===== src/rtl/pipelined_divider_if.sv =====
// Operand/result bundle for pipelined_divider.
// The master drives operands; the slave (the divider) returns results.
interface pipelined_divider_if #(
  parameter int WIDTHN = 8,
  parameter int WIDTHD = 4
);
  logic              in_valid;
  logic [WIDTHN-1:0] dividend;
  logic [WIDTHD-1:0] divisor;
  logic              out_valid;
  logic [WIDTHN-1:0] quotient;
  logic [WIDTHD-1:0] remainder;
  logic              div_by_zero;

  modport master (
    output in_valid, dividend, divisor,
    input  out_valid, quotient, remainder, div_by_zero
  );

  modport slave (
    input  in_valid, dividend, divisor,
    output out_valid, quotient, remainder, div_by_zero
  );
endinterface


===== src/rtl/pipelined_divider.sv =====
// Fully pipelined restoring divider, one quotient bit per registered stage.
// Define PIPELINED_DIVIDER_SIGNED_EN for two's-complement operands (adds input and output stages).
module pipelined_divider #(
  parameter int WIDTHN = 8,
  parameter int WIDTHD = 4
) (
  input logic                clk,
  input logic                rst,
  input logic                en,
  pipelined_divider_if.slave bus
);
  localparam int L = WIDTHN - 1;

  logic              core_valid;
  logic              core_dbz;
  logic [WIDTHN-1:0] core_num;
  logic [WIDTHD-1:0] core_dvs;

  // num_q holds the unconsumed dividend bits on top and resolved quotient bits below
  logic              valid_q [WIDTHN];
  logic              dbz_q   [WIDTHN];
  logic [WIDTHN-1:0] num_q   [WIDTHN];
  logic [WIDTHD-1:0] dvs_q   [WIDTHN];
  logic [WIDTHD-1:0] rem_q   [WIDTHN];

  logic              v_in    [WIDTHN];
  logic              z_in    [WIDTHN];
  logic [WIDTHN-1:0] n_in    [WIDTHN];
  logic [WIDTHD-1:0] d_in    [WIDTHN];
  logic [WIDTHD-1:0] r_in    [WIDTHN];
  logic [WIDTHD:0]   trial   [WIDTHN];
  logic              ge      [WIDTHN];
  logic [WIDTHN-1:0] num_d   [WIDTHN];
  logic [WIDTHD-1:0] rem_d   [WIDTHN];

`ifdef PIPELINED_DIVIDER_SIGNED_EN
  logic [1:0]        core_sgn;
  logic [1:0]        sgn_q   [WIDTHN];
  logic [1:0]        s_in    [WIDTHN];

  logic              in_valid_q;
  logic              in_dbz_q;
  logic [1:0]        in_sgn_q;
  logic [WIDTHN-1:0] in_num_q;
  logic [WIDTHD-1:0] in_dvs_q;

  always_ff @(posedge clk) begin
    if (rst) begin
      in_valid_q <= 1'b0;
      in_dbz_q   <= 1'b0;
      in_sgn_q   <= '0;
      in_num_q   <= '0;
      in_dvs_q   <= '0;
    end else if (en) begin
      in_valid_q <= bus.in_valid;
      in_dbz_q   <= (bus.divisor == '0);
      in_sgn_q   <= {bus.dividend[WIDTHN-1], bus.divisor[WIDTHD-1]};
      in_num_q   <= bus.dividend[WIDTHN-1] ? -bus.dividend : bus.dividend;
      in_dvs_q   <= bus.divisor[WIDTHD-1] ? -bus.divisor : bus.divisor;
    end
  end

  assign core_valid = in_valid_q;
  assign core_dbz   = in_dbz_q;
  assign core_sgn   = in_sgn_q;
  assign core_num   = in_num_q;
  assign core_dvs   = in_dvs_q;
`else
  assign core_valid = bus.in_valid;
  assign core_dbz   = (bus.divisor == '0);
  assign core_num   = bus.dividend;
  assign core_dvs   = bus.divisor;
`endif

  // A zero divisor always passes the compare, which yields the all-ones quotient naturally
  always_comb begin
    v_in[0] = core_valid;
    z_in[0] = core_dbz;
    n_in[0] = core_num;
    d_in[0] = core_dvs;
    r_in[0] = '0;
`ifdef PIPELINED_DIVIDER_SIGNED_EN
    s_in[0] = core_sgn;
`endif
    for (int k = 1; k < WIDTHN; k++) begin
      v_in[k] = valid_q[k-1];
      z_in[k] = dbz_q[k-1];
      n_in[k] = num_q[k-1];
      d_in[k] = dvs_q[k-1];
      r_in[k] = rem_q[k-1];
`ifdef PIPELINED_DIVIDER_SIGNED_EN
      s_in[k] = sgn_q[k-1];
`endif
    end
    for (int k = 0; k < WIDTHN; k++) begin
      trial[k] = {r_in[k], n_in[k][WIDTHN-1]};
      ge[k]    = (trial[k] >= {1'b0, d_in[k]});
      rem_d[k] = ge[k] ? WIDTHD'(trial[k] - {1'b0, d_in[k]}) : WIDTHD'(trial[k]);
      num_d[k] = (n_in[k] << 1) | WIDTHN'(ge[k]);
    end
  end

  always_ff @(posedge clk) begin
    if (rst) begin
      for (int k = 0; k < WIDTHN; k++) begin
        valid_q[k] <= 1'b0;
        dbz_q[k]   <= 1'b0;
        num_q[k]   <= '0;
        dvs_q[k]   <= '0;
        rem_q[k]   <= '0;
`ifdef PIPELINED_DIVIDER_SIGNED_EN
        sgn_q[k]   <= '0;
`endif
      end
    end else if (en) begin
      for (int k = 0; k < WIDTHN; k++) begin
        valid_q[k] <= v_in[k];
        dbz_q[k]   <= z_in[k];
        num_q[k]   <= num_d[k];
        dvs_q[k]   <= d_in[k];
        rem_q[k]   <= rem_d[k];
`ifdef PIPELINED_DIVIDER_SIGNED_EN
        sgn_q[k]   <= s_in[k];
`endif
      end
    end
  end

`ifdef PIPELINED_DIVIDER_SIGNED_EN
  logic              out_valid_q;
  logic              out_dbz_q;
  logic [WIDTHN-1:0] out_quo_q;
  logic [WIDTHD-1:0] out_rem_q;

  // Remainder follows the dividend's sign; a zero divisor forces quotient -1 regardless of signs
  always_ff @(posedge clk) begin
    if (rst) begin
      out_valid_q <= 1'b0;
      out_dbz_q   <= 1'b0;
      out_quo_q   <= '0;
      out_rem_q   <= '0;
    end else if (en) begin
      out_valid_q <= valid_q[L];
      out_dbz_q   <= dbz_q[L];
      out_quo_q   <= dbz_q[L] ? '1 :
                     ((sgn_q[L][1] ^ sgn_q[L][0]) ? -num_q[L] : num_q[L]);
      out_rem_q   <= sgn_q[L][1] ? -rem_q[L] : rem_q[L];
    end
  end

  assign bus.out_valid   = out_valid_q;
  assign bus.div_by_zero = out_dbz_q;
  assign bus.quotient    = out_quo_q;
  assign bus.remainder   = out_rem_q;
`else
  assign bus.out_valid   = valid_q[L];
  assign bus.div_by_zero = dbz_q[L];
  assign bus.quotient    = num_q[L];
  assign bus.remainder   = rem_q[L];
`endif
endmodule


===== src/flat_wrapper.sv =====
// flat-port wrapper written by rule: the top's interface ports become plain ports
module pipelined_divider_flat 
#(
  parameter int WIDTHN = 8,
  parameter int WIDTHD = 4
)
  (clk, rst, en, bus_in_valid, bus_dividend, bus_divisor, bus_out_valid, bus_quotient, bus_remainder, bus_div_by_zero);
  pipelined_divider_if #(.WIDTHN(WIDTHN), .WIDTHD(WIDTHD)) bus_i ();
  input logic clk;
  input logic rst;
  input logic en;
  input wire logic [$bits(bus_i.in_valid)-1:0] bus_in_valid;
  input wire logic [$bits(bus_i.dividend)-1:0] bus_dividend;
  input wire logic [$bits(bus_i.divisor)-1:0] bus_divisor;
  output wire logic [$bits(bus_i.out_valid)-1:0] bus_out_valid;
  output wire logic [$bits(bus_i.quotient)-1:0] bus_quotient;
  output wire logic [$bits(bus_i.remainder)-1:0] bus_remainder;
  output wire logic [$bits(bus_i.div_by_zero)-1:0] bus_div_by_zero;
  assign bus_i.in_valid = bus_in_valid;
  assign bus_i.dividend = bus_dividend;
  assign bus_i.divisor = bus_divisor;
  assign bus_out_valid = bus_i.out_valid;
  assign bus_quotient = bus_i.quotient;
  assign bus_remainder = bus_i.remainder;
  assign bus_div_by_zero = bus_i.div_by_zero;
  pipelined_divider #(.WIDTHN(WIDTHN), .WIDTHD(WIDTHD)) u_core (.clk(clk), .rst(rst), .en(en), .bus(bus_i));
endmodule

===== config.mk =====
export PLATFORM = sky130hd
export DESIGN_NAME = pipelined_divider_flat
export DESIGN_NICKNAME = d
export VERILOG_FILES = /design/src/rtl/pipelined_divider_if.sv /design/src/rtl/pipelined_divider.sv /design/src/flat_wrapper.sv
export SDC_FILE = /design/constraint.sdc
export NUM_CORES = 1
export LEC_CHECK = 0
export CAP_MARGIN = 10
export CELL_PAD_IN_SITES_DETAIL_PLACEMENT = 0
export CELL_PAD_IN_SITES_GLOBAL_PLACEMENT = 1
export CORE_MARGIN = 2
export CORE_UTILIZATION = 28
export DETAILED_ROUTE_END_ITERATION = 8
export GPL_ROUTABILITY_DRIVEN = 0
export PLACE_DENSITY = 0.46
export REMOVE_ABC_BUFFERS = 1
export SKIP_LAST_GASP = 1
export SLEW_MARGIN = 15
export SYNTH_ARGS = -nofsm -noshare
export SYNTH_HDL_FRONTEND = slang
export SYNTH_SLANG_ARGS = --single-unit
export TNS_END_PERCENT = 5

===== constraint.sdc =====
create_clock -name clk -period 5.4 [get_ports clk]
set_clock_uncertainty 0.1 [all_clocks]
set_input_delay 1.08 -clock clk [delete_from_list [all_inputs] [get_ports clk]]
set_output_delay 1.08 -clock clk [all_outputs]
set_load 0.01 [all_outputs]

==> results of run 1 <==
==> worst reg2reg max path, delay by kind of cell (launching register included) <==
kind | cells | cell delay [ns]
AO/OA/AOI/OAI | 2 | 0.43
flip-flops | 1 | 0.35
buffers and inverters | 1 | 0.08
multiplexers | 1 | 0.38
adder cells (fa/ha/maj) | 1 | 0.23
AND/OR/NAND/NOR | 1 | 0.25
==> worst max-delay path by stage <==
stage,end,slack [ns],cells after the start
after floorplan,u_core.dbz_q[0][0],2.06,1
after global placement,u_core.rem_q[0][22],1.99,5
after detailed placement,u_core.rem_q[0][20],1.95,5
after CTS,u_core.rem_q[0][20],2.39,5
after global routing,u_core.rem_q[0][16],2.24,5
final,u_core.rem_q[0][20],2.49,5
==> layout by cell type, fill, tap and decap left out, types with 3 or more instances in the layout <==
cell             Yosys  routed
or2_2                6       5
o2111ai_1            5       5
inv_1               38      38
nand2_1             31      31
mux2i_1             17      17
o21ai_1              7       7
a21oi_1              5       5
a21boi_2             4       4
nor2b_1             28      28
o21a_1               5       5
and2_1              62      62
xnor2_1              5       5
mux2_1               5       5
o311ai_0             5       5
bufinv_16            0       5
nand2b_1            11      11
buf_4                3       5
a31oi_1              5       5
fa_1                 7       7
edfxtp_1           140     140
nor2_1              51      51
clkdlybuf4s50_1      0      29
clkbuf_16            0      17
mux2_2               3       3
clkinv_1             0       4
a211o_1              5       5
a21oi_2              7       7
ha_1                30      30
==> flip-flops by register name, summed over array words and instances, names as in the netlist <==
name	cells
u_core.dbz_q	8
u_core.dvs_q	28
u_core.rem_q	32
u_core.valid_q	8
u_core.num_q	64
==> area by class of cell <==
class / count / area [sq um]
Sequential cell: 140 / 4200
Inverter: 38 / 143
Clock buffer: 18 / 429
Tap cell: 319 / 399
Multi-Input combinational cell: 321 / 2290
Fill cell: 2367 / 15500
Clock inverter: 14 / 200
Timing Repair Buffer: 35 / 348
==> cell families after synthesis <==
family	count (synthesis)
XOR/XNOR	7
buffers and inverters	55
adder cells (fa/ha/maj)	37
multiplexers	25
AO/OA/AOI/OAI	55
flip-flops	140
AND/OR/NAND/NOR	197
==> power groups by stage <==
stage / logic, mW / clock network, mW / registers (mW)
2_1_floorplan: 0.280 / 0 / 1.36
3_3_place_gp: 0.401 / 0 / 1.36
3_5_place_dp: 0.408 / 0 / 1.36
4_1_cts: 0.410 / 1.29 / 1.34
5_1_grt: 0.452 / 1.34 / 1.35
6_report: 0.400 / 1.26 / 1.34
==> metal layers <==
layer	up-vias	track usage [%]	routed length, um	part of all wire (%)
li1	1883	-	-	-
met1	1796	11.2	5100	45
met2	37	17.1	5770	51
met3	13	3.00	247	2.2
met4	0	4.09	186	1.6
met5	-	0	0	0
==> through the flow <==
| stage | cell area, sq um | std cells |
|---|---|---|
| after floorplan | 6640 | 499 |
| after global placement | 7390 | 853 |
| after detailed placement | 7390 | 853 |
| after CTS | 8020 | 885 |
| after global routing | 8020 | 885 |
| final | 8020 | 885 |
==> results_dict.tcl, run 1 <==
set metrics [dict create \
    antenna_cells 0 \
    synth_ff_type "edfxtp_1" \
    grt_pass1_vias 3935 \
    p_sw_share_pct 23.2 \
    die_area_sq_um 25200 \
    grt_max_degree 84 \
    synthTopCellsByCount "140 x edfxtp_1, 62 x and2_1, 51 x nor2_1, 38 x inv_1, 31 x nand2_1" \
    fp.dieH_um 159 \
    worst_slack_ns 2.49 \
    power_mw 2.99 \
    portBuffers 29 \
    crit_buf_inv 2 \
    dpl.hpwl_um 7280 \
    initial_utilization_pct 28.5 \
    drc 0 \
    muxShareOfSynthArea_pct 3.87 \
    drt_iter0_markers 213 \
    synth_area_sq_um 6720 \
    switchingPower_mw 0.696 \
    post_synth_fa_ha_maj_area_fraction_pct 7.67 \
    cts_buffers 17 \
    overflow 0 \
    synth-async-reset-ratio_pct 0 \
    tightest_slew_ns 0.761 \
    synth_area_leader_cell "edfxtp_1" \
    path_class "input port to flop" \
    whs_endpoint "u_core.num_q[0][45]" \
    p_int_mw 2.30 \
    leakagePower_nw 3.05 \
    drv_cap 0 \
    postCtsResizedCells 0 \
    synth-seq-cells 140 \
    synth_area_leaders "edfxtp_1 63%, and2_1 5.8%, ha_1 5.6%" \
    path_clk_slew_ns 0.06 \
    grt_usage_pct 9.83 \
    power_frac_comb_pct 13.3 \
    antenna_found_initial 0 \
    yosysUniqueCellTypes 37 \
    cts_buffer_depth 2 \
    htree_levels 4 \
    die_w_um 159 \
    power.density_nw_per_um2 374 \
    avgSynthCellArea_sq_um 13.0 \
    worstReg2RegStart "u_core.num_q[0][55]" \
    path_max_fanout 41 \
    hold_path.class "flop to flop" \
    reg2reg_slack_ns 3.33 \
    synth_compound_area_share_pct 6.22 \
    yosys_warnings 0 \
    fin_nets 606 \
    fin_tns_setup_ns 0 \
    worst_ir_drop_vdd_uv 171 \
    synth_most_common_cell "edfxtp_1" \
    hold_path_startpoint "u_core.num_q[0][36]" \
    vias_per_cell 4.21 \
    finalSetupViolCount 0 \
    antenna_left 0 \
    p_clk_share_pct 42.0 \
    core_area_sq_um 23500 \
    worstPathCellList "clkdlybuf4s50_1 -> nor2b_4 -> buf_4 -> nand2_1 -> mux2i_1" \
    rsz0062_at_grt "no" \
    dp_slack_ns 1.95 \
    slew_violations 0 \
    wirelength_um 11300 \
    ctsRootBufferMaster "clkbuf_16" \
    hold_buffers 0 \
    routedWlPerCell_um 12.8 \
    end_kind "flop" \
    synth_cells 516 \
    slowest_delay_ns 0.68 \
    rr_worst_depth 6 \
    firstDrtPassIters 4 \
    crit_start "rst" \
    crit_family "buffers and inverters" \
    cp_data_required_time_ns 5.56 \
    fmax_mhz 343 \
    slew_headroom_pct 49.2 \
    hold_violations 0 \
    whs_ns 0.412 \
    synth_xor_area_share_pct 0.913 \
    holdPathStages 1 \
    drive_above_1_share_pct 9.72 \
    vias 3729 \
    synth-edff-count 140 \
    share_seq_of_total_power_pct 44.7 \
    areaGrowthSynthToFinish_pct 19.3 \
    fin_crit_sh_pct 54.0 \
    grt_pass1_wl_um 19600 \
    synth_top_family_by_area "simple AND/OR/NAND/NOR gates" \
    num_rows 56 \
    period_minus_slack_ns 2.91 \
    r2r_end "u_core.rem_q[0][30]" \
    ios 30 \
    start_kind "input port" \
    ys_seq_area_share_pct 62.6 \
    critPathSlowestCell "nor2b_4" \
    clock_latency_ns 0.42 \
    final_core_util_pct 34.0 \
    cts_sinks 140 \
    cts_tree "done" \
    outcome "finished clean" \
    synth-simple-area-share_pct 15.4 \
    netlist.area_leader.share_pct 62.6 \
    arrival_ns 3.08 \
    cts_setup_buffers 0 \
]
(Power assumes the default switching activity.)
==> run 2: changes to the inputs <==
- PLACE_DENSITY: 0.46 -> 0.48
- clock period: 5.4 -> 2.4 ns (I/O delays scaled with it)
==> results_dict.tcl, run 2 (synthesis gave the netlist of run 1 again) <==
set metrics [dict create \
    top_regs "u_core.num_q: 64 flops, u_core.rem_q: 32 flops, u_core.dvs_q: 28 flops" \
    holdPathStages 1 \
    htree_levels 4 \
    rr_worst_depth 5 \
    grt_pass1_vias 3814 \
    hold_buffers 0 \
    portBuffers 29 \
    end_kind "flop" \
    p_int_mw 5.09 \
    largest-register "u_core.num_q" \
    largest_reg_flops 64 \
    slew_violations 0 \
    start_kind "flop" \
    finalSetupViolCount 0 \
    die_w_um 159 \
    drt-met1-wl_um 4510 \
    n_fill_cell 2379 \
    areaGrowthSynthToFinish_pct 20.5 \
    worstPathCellList "ha_1 -> a21oi_2 -> o21ai_1 -> a21oi_2 -> mux2_2" \
    ctsRootBufferMaster "clkbuf_16" \
    cp_data_required_time_ns 2.46 \
    dpl.hpwl_um 6990 \
    critPathSlowestCell "edfxtp_1" \
    top_layer "met4" \
    fin_tns_setup_ns 0 \
    multi_input_area_sq_um 2290 \
    wl_met3_um 346 \
    final_common_cell "edfxtp_1" \
    cts_buffers 17 \
    firstDrtPassIters 4 \
    slew_headroom_pct 78.1 \
    cts_setup_buffers 0 \
    grt_max_degree 58 \
    drt_iter0_markers 133 \
    fin_nets 611 \
    drive_above_1_share_pct 10.5 \
    share_seq_of_total_power_pct 45.5 \
    routedWlPerCell_um 11.8 \
    path_clk_slew_ns 0.06 \
    postCtsResizedCells 0 \
    drc 0 \
    whs_ns 0.413 \
    num_rows 56 \
    worst_ir_drop_vdd_uv 405 \
    wirelength_um 10500 \
    die_area_sq_um 25200 \
    antenna_found_initial 0 \
    vias_per_cell 4.15 \
    place_inst 858 \
    p_clk_share_pct 40.8 \
    drv_cap 0 \
    cts_buffer_depth 2 \
    grt_usage_pct 8.96 \
    clock_latency_ns 0.41 \
    initial_utilization_pct 28.5 \
    period_minus_slack_ns 2.06 \
    antenna_cells 0 \
    fmax_mhz 484 \
    met2WireLength_um 5510 \
    power_frac_comb_pct 13.7 \
    vias 3693 \
    path_class "flop to flop" \
    ios 30 \
    core_area_sq_um 23500 \
    path_max_fanout 4 \
    slowest_delay_ns 0.39 \
    antenna_left 0 \
    overflow 0 \
    register_area_sq_um 4200 \
    cpMostUsedCell "a21oi_2" \
    leakagePower_nw 3.09 \
    cts_sinks 140 \
    cts_tree "done" \
    rsz0062_at_grt "no" \
    fin_crit_sh_pct 86.0 \
    grt_pass1_wl_um 18200 \
    power.density_nw_per_um2 817 \
    final_cell_mix "140 x edfxtp_1, 62 x and2_1, 51 x nor2_1, 38 x inv_1, 31 x nand2_1" \
    hold_path.class "flop to flop" \
    fp.dieH_um 159 \
    final_core_util_pct 34.4 \
    p_sw_share_pct 23.1 \
    switchingPower_mw 1.53 \
    tightest_slew_ns 0.325 \
    hold_violations 0 \
    outcome "finished clean" \
    stdcell_count 890 \
    power_mw 6.61 \
    arrival_ns 2.13 \
]
==> run 2: changes by cell type in the layout (fill, tap and decap cells not counted) <==
cell | previous run | this run
buf_12 | 1 | 6
bufinv_16 | 5 | 4
clkbuf_1 | 1 | 2
clkinv_1 | 4 | 3
clkinvlp_4 | 1 | 2
==> run 2: power by group through the flow <==
stage	combinational, mW	clock, mW	sequential [mW]
2_1_floorplan	0.631	0	3.06
3_3_place_gp	0.904	0	3.06
3_5_place_dp	0.925	0	3.06
4_1_cts	0.929	2.79	3.01
5_1_grt	1.03	2.89	3.03
6_report	0.906	2.70	3.01
==> run 2: layer usage <==
metal	global-route usage (%)	vias to the layer above
li1	-	1889
met1	9.74	1745
met2	15.9	49
met3	3.08	10
met4	3.72	0
met5	0	-
==> run 2: area by class of cell <==
type | instances | area share, %
Clock buffer | 19 | 5.35
Clock inverter | 13 | 2.15
Inverter | 38 | 1.76
Multi-Input combinational cell | 321 | 28.3
Sequential cell | 140 | 51.9
Tap cell | 319 | 4.93
Timing Repair Buffer | 40 | 5.53
==> run 2: worst paths after layout <==
check	startpoint	to	slack [ns]
worst max-delay path	u_core.rem_q[0][25]	u_core.rem_q[0][30]	0.34
worst min-delay path	u_core.num_q[0][33]	u_core.num_q[0][42]	0.41
worst max register to register	u_core.rem_q[0][25]	u_core.rem_q[0][30]	0.34
worst min register to register	u_core.num_q[0][33]	u_core.num_q[0][42]	0.41
==> run 2: through the flow <==
stage | setup WS, ns | area, sq um
2_1_floorplan | -0.344 | 6640
3_3_place_gp | 0.207 | 7490
3_5_place_dp | 0.145 | 7490
4_1_cts | 0.298 | 8090
5_1_grt | 0.211 | 8090
6_report | 0.335 | 8090
==> run 2: worst max-delay path, delay by kind of cell, from the launching register on <==
family	cells	cell delay, ns
flops	1	0.39
fa+ha+maj	1	0.36
compound gates	3	0.60
mux	1	0.37
